### src/rtl/inst_fetch_queue.sv
// Instruction fetch unit: sequential PC generation, single-outstanding icache
// request, and a circular queue of {inst, pc} presented to decode.
module inst_fetch_queue #(
  parameter int unsigned DEPTH    = 16,
  parameter logic [31:0] RESET_PC = 32'h0
) (
  input  logic                   clk_in,
  input  logic                   rst_n,
  output logic                   ic_req_valid,
  output logic [31:0]            ic_req_pc,
  input  logic                   ic_resp_valid,
  input  logic [31:0]            ic_resp_inst,
  output logic                   inst_valid,
  output logic [31:0]            inst_out,
  output logic [31:0]            inst_pc,
  input  logic                   inst_ready,
  input  logic                   flush_in,
  input  logic [31:0]            flush_pc,
  output logic [$clog2(DEPTH):0] queue_count
);

  localparam int unsigned PTR_W = $clog2(DEPTH);
  localparam int unsigned CNT_W = PTR_W + 1;
  localparam logic [CNT_W-1:0] FULL = CNT_W'(DEPTH);

  typedef enum logic [1:0] {IDLE, WAIT, DROP} state_t;

  typedef struct packed {
    logic [31:0] inst;
    logic [31:0] pc;
  } entry_t;

  state_t             state_q, state_d;
  logic [31:0]        fetch_pc_q, fetch_pc_d;
  logic [PTR_W-1:0]   head_q, head_d;
  logic [PTR_W-1:0]   tail_q, tail_d;
  logic [CNT_W-1:0]   count_q, count_d;
  logic               req_valid_d;
  logic [31:0]        req_pc_d;
  logic               push;
  logic               pop;
  logic               pop_ok;

  entry_t mem [DEPTH];

  assign pop_ok = (count_q != '0) && inst_ready;

  // Next-state, pointer and request logic; flush overrides every other update.
  always_comb begin
    state_d     = state_q;
    fetch_pc_d  = fetch_pc_q;
    head_d      = head_q;
    tail_d      = tail_q;
    count_d     = count_q;
    req_valid_d = 1'b0;
    req_pc_d    = ic_req_pc;
    push        = 1'b0;
    pop         = 1'b0;

    if (flush_in) begin
      count_d    = '0;
      head_d     = tail_q;
      fetch_pc_d = flush_pc;
      case (state_q)
        WAIT, DROP: state_d = ic_resp_valid ? IDLE : DROP;
        default:    state_d = IDLE;
      endcase
    end else begin
      if (pop_ok) begin
        pop    = 1'b1;
        head_d = head_q + PTR_W'(1);
      end
      case (state_q)
        IDLE: begin
          // A slot is reserved now: occupancy can only shrink until the response.
          if ((count_q < FULL) || pop_ok) begin
            req_valid_d = 1'b1;
            req_pc_d    = fetch_pc_q;
            state_d     = WAIT;
          end
        end
        WAIT: begin
          if (ic_resp_valid) begin
            push       = 1'b1;
            tail_d     = tail_q + PTR_W'(1);
            fetch_pc_d = fetch_pc_q + 32'd4;
            state_d    = IDLE;
          end
        end
        DROP: begin
          if (ic_resp_valid) state_d = IDLE;
        end
        default: state_d = IDLE;
      endcase
      case ({push, pop})
        2'b10:   count_d = count_q + CNT_W'(1);
        2'b01:   count_d = count_q - CNT_W'(1);
        default: count_d = count_q;
      endcase
    end
  end

  always_ff @(posedge clk_in or negedge rst_n) begin
    if (!rst_n) begin
      state_q      <= IDLE;
      fetch_pc_q   <= RESET_PC;
      head_q       <= '0;
      tail_q       <= '0;
      count_q      <= '0;
      ic_req_valid <= 1'b0;
      ic_req_pc    <= 32'h0;
    end else begin
      state_q      <= state_d;
      fetch_pc_q   <= fetch_pc_d;
      head_q       <= head_d;
      tail_q       <= tail_d;
      count_q      <= count_d;
      ic_req_valid <= req_valid_d;
      ic_req_pc    <= req_pc_d;
    end
  end

  // Queue storage carries no reset; contents are qualified by count.
  always_ff @(posedge clk_in) begin
    if (push) mem[tail_q] <= {ic_resp_inst, ic_req_pc};
  end

  assign inst_valid  = (count_q != '0);
  assign inst_out    = mem[head_q].inst;
  assign inst_pc     = mem[head_q].pc;
  assign queue_count = count_q;

endmodule

### config.mk
export PLATFORM = sky130hd
export DESIGN_NAME = inst_fetch_queue
export DESIGN_NICKNAME = d
export VERILOG_FILES = /design/src/rtl/inst_fetch_queue.sv
export SDC_FILE = /design/constraint.sdc
export NUM_CORES = 1
export LEC_CHECK = 0
export CORE_ASPECT_RATIO = 1.25
export CORE_MARGIN = 2
export CORE_UTILIZATION = 65
export CTS_CLUSTER_SIZE = 8
export DETAILED_ROUTE_END_ITERATION = 10
export PLACE_DENSITY_LB_ADDON = 0.08
export SYNTH_ARGS = -nofsm -noshare
export SYNTH_HDL_FRONTEND = slang
export SYNTH_SLANG_ARGS = --single-unit
### constraint.sdc
create_clock -name clk_in -period 10.35 [get_ports clk_in]
set_clock_uncertainty 0.15 [all_clocks]
set_input_delay 1.5525 -clock clk_in [delete_from_list [all_inputs] [get_ports clk_in]]
set_output_delay 1.5525 -clock clk_in [all_outputs]
set_load 0.02 [all_outputs]
==> impl_metrics.yaml <==
outcome:
  outcome: "finished clean"
grt:
  grt_pass1_wl_um: 147000
  grt_max_degree: 131
  first_global_vias: 23304
  grt_usage: 0.303
  antenna_found_initial: 1
  overflow: 0
worst_setup_path:
  rr_startpoint: "state_q[1]"
  slowest_delay_ps: 1190
  reg2reg_depth: 6
  crit_chain: "and2_2, buf_4, a221oi_1, a22oi_1, o21ai_0, clkdlybuf4s50_1"
  worst_path_max_delay_cell: "dfrtp_4"
  r2r-end: "mem[2][29]"
  critPathKind: "reg -> out"
  cp.required_ps: 8650
  worstPathArrival_ps: 4950
  reg2reg_slack_ps: 6900
  crit_path_start_kind: "flip-flop"
  cp_top_family: "buffers and inverters"
  end_kind: "primary output"
  critPathMaxFanout: 76
  cp.buffers_inverters: 2
timing:
  clock.fmax_mhz: 150
  post-route-period-util: 0.642
  worst_pin_slew_ps: 1210
  period_minus_slack_ps: 6650
  slew_viol_final: 0
  grt_setup_unrepaired: "no"
  maxSlewHeadroom: 0.191
  setup_viol: 0
  final_hold_viol_count: 0
  tns_ps: 0
clock_network:
  clkTransAtPathRegs_ps: 50
  cts-htree-levels: 4
  cts.sinks: 1104
  cts.repair.resized: 0
  postCtsHoldBufs: 0
  ctsLongestPathBuffers: 3
  insertion_delay_ps: 710
  cts_setup_buffers: 0
  cts_buffers: 155
  cts-root-buf: "clkbuf_16"
  cts_tree: "done"
drt:
  detail-route-antenna-nets: 0
  routed_wire_length_per_instance_um: 30.3
  dr.pass1.iters: 5
  drt-total-wl_um: 98700
  drtIter0Drc: 2718
  vias_per_cell: 6.80
  drcViolationCount: 0
  vias: 22123
placed_design:
  hpwl_um: 48900
  io_buffers: 171
  gp_congestion: 0.850
  dpl_cell_area_um2: 45200
logic_synthesis:
  ys.flop_type: "edfxtp_1"
  synthTopCellsByArea: "edfxtp_1 72%, mux4_2 10%, dfrtp_1 4.7%"
  synth_area_um2: 42700
  ys_seq_area_frac: 0.767
  synthDistinctLibCells: 55
  synth-warning-count: 0
  synth-edff-count: 1024
  syn-mean-instance-area_um2: 20.1
  synth_top_area_frac: 0.721
  netlist_instances: 2119
  async_reset_ff_frac: 0.0725
  synth_top_area_cell: "edfxtp_1"
  ys_seq_elements: 1104
  synth_nets: 2198
floorplan:
  initial_core_util: 0.654
  die_x_um: 233
  die_h_um: 290
  num_rows: 105
  core_area_um2: 65300
  dieArea_um2: 67700
  io_pins: 172
power:
  leakagePower_uw: 0.0163
  power.density_nw_per_um2: 292
  vdd_drop_max_v: 0.000287
min_path:
  hp-class: "reg -> reg"
  min_from: "fetch_pc_q[1]"
  holdPathEnd: "fetch_pc_q[1]"
  hold_path_depth: 1
job:
  cap_viol_max_count: 0
layout:
  seq_area_um2: 32800
  diodes: 0
  multi_input_area_um2: 9400
  nNetsFinal: 2434
  final_area_um2: 49500
  drive_gt1_frac: 0.191
  fill_cells: 3569
  syn_to_final_growth_pct: 15.9
==> through the flow <==
step           std cells  hold slack, ps  power [uW]   util  setup slack, ps
3_3_place_gp        3054             338        9940  0.693             4500
3_5_place_dp        3054             350       10000  0.693             4470
2_1_floorplan       2119             327        8360      -             5960
5_1_grt             3252             382       15000  0.758             3530
4_1_cts             3252             361       14500  0.758             3640
6_report            3252             357       14400  0.758             3700
==> cells by family after synthesis <==
family                   share of synthesized area
multiplexers                                 0.140
AND/OR/NAND/NOR                             0.0218
adder cells (fa/ha/maj)                    0.00293
buffers and inverters                       0.0138
flip-flops                                   0.767
AO/OA/AOI/OAI                               0.0500
XOR/XNOR                                   0.00390
==> power by group <==
group          internal [uW]  leakage [uW]  switching (uW)  total (uW)
clock network           2760       0.00206            1710        4470
logic                   1850       0.00403            2240        4090
registers               5370        0.0102             507        5880
total                   9980        0.0163            4450       14400
==> layout make-up <==
class                   instances  area share
clock inverters                 7     0.00139
clock buffers                 191      0.0841
flip-flops and latches       1104       0.662
repair buffers                201      0.0395
inverters                      14     0.00106
well taps                     856      0.0216
multi-input cells             879       0.190
==> cells in the mapped netlist, types with 2 or more instances <==
| cell | number |
|---|---|
| nor4_1 | 2 |
| and3_1 | 3 |
| mux2i_1 | 131 |
| buf_1 | 11 |
| o41ai_1 | 2 |
| o31ai_1 | 8 |
| nor2b_1 | 4 |
| ha_1 | 10 |
| nor2_1 | 25 |
| xnor2_1 | 11 |
| or4_1 | 11 |
| nand2_1 | 39 |
| inv_1 | 13 |
| mux4_2 | 192 |
| nand3_1 | 18 |
| buf_4 | 7 |
| a21oi_1 | 69 |
| xor2_1 | 8 |
| clkbuf_1 | 63 |
| and3b_1 | 3 |
| a22oi_1 | 65 |
| nor3_1 | 6 |
| a31oi_1 | 14 |
| nand4_1 | 14 |
| or3_1 | 6 |
| o21ai_0 | 94 |
| and4_1 | 5 |
| and2_1 | 19 |
| buf_2 | 40 |
| a21boi_0 | 2 |
| a221oi_1 | 64 |
| a31o_2 | 2 |
| dfrtp_1 | 80 |
| edfxtp_1 | 1024 |
| or4b_1 | 2 |
| mux2_2 | 31 |
| o211ai_1 | 3 |
==> worst register-to-register path: stages (launching register included) <==
cell,delay (ps)
dfrtp_1,360
inv_1,100
ha_1,320
nand2_1,150
nor4_1,490
and2_4,810
buf_4,670
==> sequential cells by signal, summed over array words and instances, names as in the netlist <==
signal / flops
mem: 1024
queue_count: 5
ic_req_valid: 1
fetch_pc_q: 32
state_q: 2
tail_q: 4
head_q: 4
ic_req_pc: 32
==> cells in the final DEF (no fill, tap or decap), types with 3 or more instances in the layout <==
cell	n
nand3_1	17
a31oi_1	14
dfrtp_4	3
clkdlybuf4s50_1	169
or3_1	6
ha_1	10
xor2_1	8
or4_1	11
and4_1	5
dfrtp_1	77
nor2b_1	3
xnor2_1	11
a21oi_1	69
edfxtp_1	1024
o211ai_1	3
a22oi_1	65
clkbuf_1	29
nand2_1	39
a221oi_1	64
nand4_1	14
o21ai_0	94
and2_4	16
mux4_2	192
nor2_1	23
mux2_2	31
nor3_1	6
and3_1	3
buf_4	29
and3b_1	3
mux2i_1	131
inv_6	6
clkbuf_16	162
inv_1	12
o31ai_1	8
==> metal layers <==
layer	track usage	vias up	part of all wire
li1	-	9258	-
met1	0.406	11528	0.38
met2	0.498	1134	0.51
met3	0.0607	203	0.080
met4	0.112	0	0.032
met5	0	-	0
==> how the worst max path moves through the flow <==
stage,startpoint,end,slack [ps],cells past startpoint
after floorplan,ic_resp_valid,mem[4][0],5960,6
after global placement,head_q[1],inst_out[30],4500,6
after detailed placement,head_q[1],inst_out[30],4470,6
after CTS,head_q[1],inst_out[10],3640,6
after global routing,head_q[1],inst_out[10],3530,6
final,head_q[1],inst_out[10],3700,6
No activity file was read; power rests on OpenSTA's default activity.
